File: config.mk
export PLATFORM = sky130hd
export DESIGN_NAME = stream_arbiter
export DESIGN_NICKNAME = d
export VERILOG_FILES = /design/src/rtl/stream_arbiter.sv
export SDC_FILE = /design/constraint.sdc
export NUM_CORES = 1
export LEC_CHECK = 0
export ABC_CLOCK_PERIOD_IN_PS = 3900
export CORE_MARGIN = 3
export CORE_UTILIZATION = 40
export CTS_CLUSTER_SIZE = 24
export DETAILED_ROUTE_END_ITERATION = 16
export GPL_TIMING_DRIVEN = 0
export HOLD_SLACK_MARGIN = 0.1
export MAX_ROUTING_LAYER = met4
export PLACE_DENSITY = 0.87
export SKIP_LAST_GASP = 1
export SLEW_MARGIN = 10
export SYNTH_ARGS = -nofsm -noshare
export SYNTH_HDL_FRONTEND = slang
export SYNTH_SLANG_ARGS = --single-unit
File: constraint.sdc
create_clock -name clk -period 3.9 [get_ports clk]
set_input_delay 0.78 -clock clk [delete_from_list [all_inputs] [get_ports clk]]
set_output_delay 0.78 -clock clk [all_outputs]
set_load 0.02 [all_outputs]
File: src/rtl/stream_arbiter.sv
// Round-robin packet arbiter: merges PORTS ready/valid streams into one registered output.
// Holds the grant on a port until a last beat is accepted (LOCK_PACKETS=1).

module stream_arbiter_lane (
  input  logic gnt_i,
  input  logic en_i,
  input  logic valid_i,
  input  logic rst_i,
  output logic ready_o,
  output logic acc_o
);
  assign ready_o = gnt_i & en_i & ~rst_i;
  assign acc_o   = ready_o & valid_i;
endmodule

module stream_arbiter #(
  parameter int PORTS        = 4,
  parameter int DATA_WIDTH   = 8,
  parameter int ID_WIDTH     = (PORTS > 1) ? $clog2(PORTS) : 1,
  parameter bit LOCK_PACKETS = 1'b1
) (
  input  logic                                 clk,
  input  logic                                 rst,
  input  logic [PORTS-1:0]                     stream_in_valid_i,
  output logic [PORTS-1:0]                     stream_in_ready_o,
  input  logic [PORTS-1:0][DATA_WIDTH-1:0]     stream_in_data_i,
  input  logic [PORTS-1:0]                     in_last_i,
  output logic                                 stream_out_valid_o,
  input  logic                                 stream_out_ready_i,
  output logic [DATA_WIDTH-1:0]                stream_out_data_o,
  output logic                                 stream_out_last_o,
  output logic [ID_WIDTH-1:0]                  stream_out_id_o
);

  if (PORTS < 2) begin : g_chk_ports
    $error("stream_arbiter: PORTS must be at least 2");
  end
  if (ID_WIDTH < $clog2(PORTS)) begin : g_chk_idw
    $error("stream_arbiter: ID_WIDTH too narrow for PORTS");
  end

  logic                  out_valid_q, out_valid_d;
  logic [DATA_WIDTH-1:0] out_data_q,  out_data_d;
  logic                  out_last_q,  out_last_d;
  logic [ID_WIDTH-1:0]   out_id_q,    out_id_d;
  logic [ID_WIDTH-1:0]   rr_ptr_q,    rr_ptr_d;
  logic                  locked_q,    locked_d;
  logic [ID_WIDTH-1:0]   lock_id_q,   lock_id_d;

  logic                  enable;
  logic                  gnt_vld;
  logic [ID_WIDTH-1:0]   gnt_id;
  logic [ID_WIDTH-1:0]   idx;
  logic [ID_WIDTH-1:0]   next_rr;
  logic [PORTS-1:0]      acc;
  logic                  accept;

  assign enable = !out_valid_q || stream_out_ready_i;

  // Scan from the farthest offset down so the port closest to rr_ptr wins.
  always_comb begin
    gnt_vld = 1'b0;
    gnt_id  = '0;
    idx     = '0;
    if (locked_q) begin
      gnt_vld = 1'b1;
      gnt_id  = lock_id_q;
    end else begin
      for (int k = PORTS - 1; k >= 0; k--) begin
        idx = ID_WIDTH'((int'(rr_ptr_q) + k) % PORTS);
        if (stream_in_valid_i[idx]) begin
          gnt_vld = 1'b1;
          gnt_id  = idx;
        end
      end
    end
  end

  for (genvar p = 0; p < PORTS; p++) begin : g_lane
    stream_arbiter_lane u_lane (
      .gnt_i   (gnt_vld && (gnt_id == ID_WIDTH'(p))),
      .en_i    (enable),
      .valid_i (stream_in_valid_i[p]),
      .rst_i   (rst),
      .ready_o (stream_in_ready_o[p]),
      .acc_o   (acc[p])
    );
  end

  assign accept  = |acc;
  assign next_rr = (gnt_id == ID_WIDTH'(PORTS - 1)) ? '0 : gnt_id + ID_WIDTH'(1);

  always_comb begin
    out_valid_d = out_valid_q;
    out_data_d  = out_data_q;
    out_last_d  = out_last_q;
    out_id_d    = out_id_q;
    rr_ptr_d    = rr_ptr_q;
    locked_d    = locked_q;
    lock_id_d   = lock_id_q;
    if (enable) begin
      out_valid_d = accept;
      if (accept) begin
        out_data_d = stream_in_data_i[gnt_id];
        out_last_d = in_last_i[gnt_id];
        out_id_d   = gnt_id;
        if (LOCK_PACKETS && !in_last_i[gnt_id]) begin
          locked_d  = 1'b1;
          lock_id_d = gnt_id;
        end else begin
          locked_d  = 1'b0;
          rr_ptr_d  = next_rr;
        end
      end
    end
  end

  always_ff @(posedge clk) begin
    if (rst) begin
      out_valid_q <= 1'b0;
      out_data_q  <= '0;
      out_last_q  <= 1'b0;
      out_id_q    <= '0;
      rr_ptr_q    <= '0;
      locked_q    <= 1'b0;
      lock_id_q   <= '0;
    end else begin
      out_valid_q <= out_valid_d;
      out_data_q  <= out_data_d;
      out_last_q  <= out_last_d;
      out_id_q    <= out_id_d;
      rr_ptr_q    <= rr_ptr_d;
      locked_q    <= locked_d;
      lock_id_q   <= lock_id_d;
    end
  end

  assign stream_out_valid_o = out_valid_q;
  assign stream_out_data_o  = out_data_q;
  assign stream_out_last_o  = out_last_q;
  assign stream_out_id_o    = out_id_q;

endmodule

==> run metrics <==
worst-path maximum fanout=13; post-layout min period=3.72 ns; CP cell instances=clkdlybuf4s50_1 > nor3b_1 > a211oi_1 > o221a_1 > or2_1 > buf_6 > inv_2 > nor3_1 > buf_4 > dlygate4sd2_1; Crit. End Element=primary output; Die Y=61.4 microns; vias in the first global route=1170; Placement Rows=19; slowest stage delay, CP=0.56 ns; cell taking the most area after synthesis=mux2i_1; critical path class=in -> out; Worst-Skew Late Latency=0.29 ns; RD Place Congestion=0.901; largest cells by area after synthesis=mux2i_1 32%, dfxtp_1 28%, nor2_1 5.8%; Die X=61.4 microns; Overflow after GRT=0; Worst VDD drop=0.314 mV; type of the worst min-delay path=reg -> reg; TritonCTS clock tree=built; crit start category=input pin; DRT Pass-1 Iters=4; commonest cells in the netlist=39 x mux2i_1, 19 x nor2_1, 17 x dfxtp_1; share of cells above drive strength 1=11.5%; WP data required=3.12 ns; Yosys reg bits=17; n_diodes=0; Area growth syn-to-layout=50.5%; Async SR Flop Fraction=0%; Worst Skew=0.00239 ns; Hold Vio Cnt, Final=0; initial drt markers=57; Core ar.=2830 sq um; WL final=3140 microns; status=complete, no violations; pin count of the biggest net entering global routing=14; pwr dens=625 nW/um^2; clk sinks=17; Final Hold Slack=0.497 ns; PortBufs=57; placed cell areas=1840 sq um; Period Utilization, post-route=95.4%; worst path bufs/invs=5; number of synthesized flops with an enable pin=0; Vias=1177; antenna-violating nets left=0; WL/cell=14.1 microns; Synth cell types=39; Crit path max-delay family=buffers and inverters; hold buffer count at CTS=0; post-synth top area share=31.8%; Die ar.=3770 sq um; final setup fails=0; Non-Filler Cell Area, Final=1850 sq um; CTS Buf Count=3; DRC viols=0; final slew viol count=0; setup bufs post-CTS=0; Cells after Synth=131; P_leak=0.746 nW; CTS H-tree lvls=1; top_reg_cell synth=dfxtp_1; Avg Inst Size Synth=9.36 sq um; first-pass GRT wire length=4910 microns; initial antenna violation count=0; CTS max path bufs=2; Tot Pwr=1.15 mW; GRT Util Overall=17.9%; most common cell in the netlist=mux2i_1; mapped cell area=1230 sq um; io pins=59; Slowest-stage cell, CP=clkdlybuf4s50_1; root buffer cell=clkbuf_4; DP HPWL=2580 microns; initial core utilization=43.3%; vias per inst=5.30; Critical Path AT=2.94 ns; Worst-path clk slew=0.09 ns; Synth Warn #=0; relative slew slack=68.3%; RSZ-0062 raised after global routing=no; Peak Freq=269 MHz; final-stage net count=236; max_cap viols=0; total nets after synthesis=175; Worst-Margin Slew=0.476 ns; part of the Yosys area used for sequential elements=27.8%
-- timing repair --
action,CTS,global route
setup endpoints to repair,4,2
endpoints found under the hold margin,0,0
gates resized for setup,11,4
-- metal layers --
| metal | global-route usage, % | wire (microns) | up-vias |
|---|---|---|---|
| met3 | 3.14 | 173 | 3 |
| li1 | - | - | 589 |
| met1 | 20.5 | 1330 | 540 |
| met2 | 31.1 | 1600 | 45 |
| met5 | - | 0 | - |
| met4 | 6.36 | 39 | 0 |
-- cell type report --
cell class	count	area, sq um
Buffer	11	81.3
Clock buffer	4	26.3
Fill cell	242	983
Inverter	4	15.0
Multi-Input combinational cell	98	790
Sequential cell	17	340
Tap cell	31	38.8
Timing Repair Buffer	57	554
-- path summary, 6_finish.rpt --
| path | cells after the start | end | slack, ns | start |
|---|---|---|---|---|
| setup reg to reg | 11 | lock_id_q[1] | 1.30 | rr_ptr_q[1] |
| hold / removal | 2 | stream_out_data_o[1] | 0.50 | stream_out_data_o[1] |
| hold reg to reg | 2 | stream_out_data_o[1] | 0.50 | stream_out_data_o[1] |
| setup / recovery | 10 | stream_in_ready_o[0] | 0.18 | stream_in_valid_i[0] |
-- power by group --
| part | switching (mW) | internal, mW | leakage, nW |
|---|---|---|---|
| registers | 0.0390 | 0.234 | 0.139 |
| logic | 0.394 | 0.393 | 0.592 |
| clock network | 0.0542 | 0.0399 | 0.0150 |
| total | 0.488 | 0.666 | 0.746 |
-- layout by cell type, fill, tap and decap left out, types with 2 or more instances in the layout --
master and count:
clkdlybuf4s50_1 50, clkbuf_1 3, mux2i_1 39, nor3_1 2
dlygate4sd2_1 5, nor2_1 18, clkbuf_4 3, nand2b_1 3
a21oi_1 5, buf_4 5, clkbuf_2 2, dfxtp_1 17
buf_2 2, o211ai_1 2, inv_1 3, nor2b_1 3
-- state kept, by name, summed over array words and instances, names as in the netlist --
register	cells
rr_ptr_q	2
locked_q	1
lock_id_q	2
stream_out_valid_o	1
stream_out_last_o	1
stream_out_data_o	8
stream_out_id_o	2
-- metrics by stage --
| step | util (%) | worst slack (ns) | instances | TNS [ns] |
|---|---|---|---|---|
| floorplan | - | 0.749 | 131 | 0 |
| global route | 65.2 | 0.0125 | 222 | 0 |
| global placement | 64.9 | -0.588 | 219 | -1.89 |
| CTS | 65.5 | 0.0123 | 222 | 0 |
| detailed placement | 64.9 | -0.650 | 219 | -2.18 |
| finish | 65.2 | 0.181 | 222 | 0 |
-- worst register-to-register path: stages (launching register included) --
cell	delay (ns)
dfxtp_1	0.45
a21boi_1	0.10
a211oi_1	0.27
o221a_1	0.23
or2_1	0.12
buf_6	0.20
inv_2	0.10
ha_1	0.22
nand3_1	0.12
o221ai_4	0.22
nand2b_2	0.17
mux2_4	0.30
-- cells by family (layout without fill, tap and decap cells) --
kind of cell | after synthesis | after routing | share of synthesized area, %
AOI/OAI and AO/OA | 20 | 20 | 13.6
and+or+nand+nor | 36 | 36 | 14.7
muxes | 41 | 41 | 34.9
adders and majority gates | 1 | 1 | 1.02
buffers and inverters | 16 | 76 | 8.06
DFF | 17 | 17 | 27.8
Power figures use the tool's default switching activity.
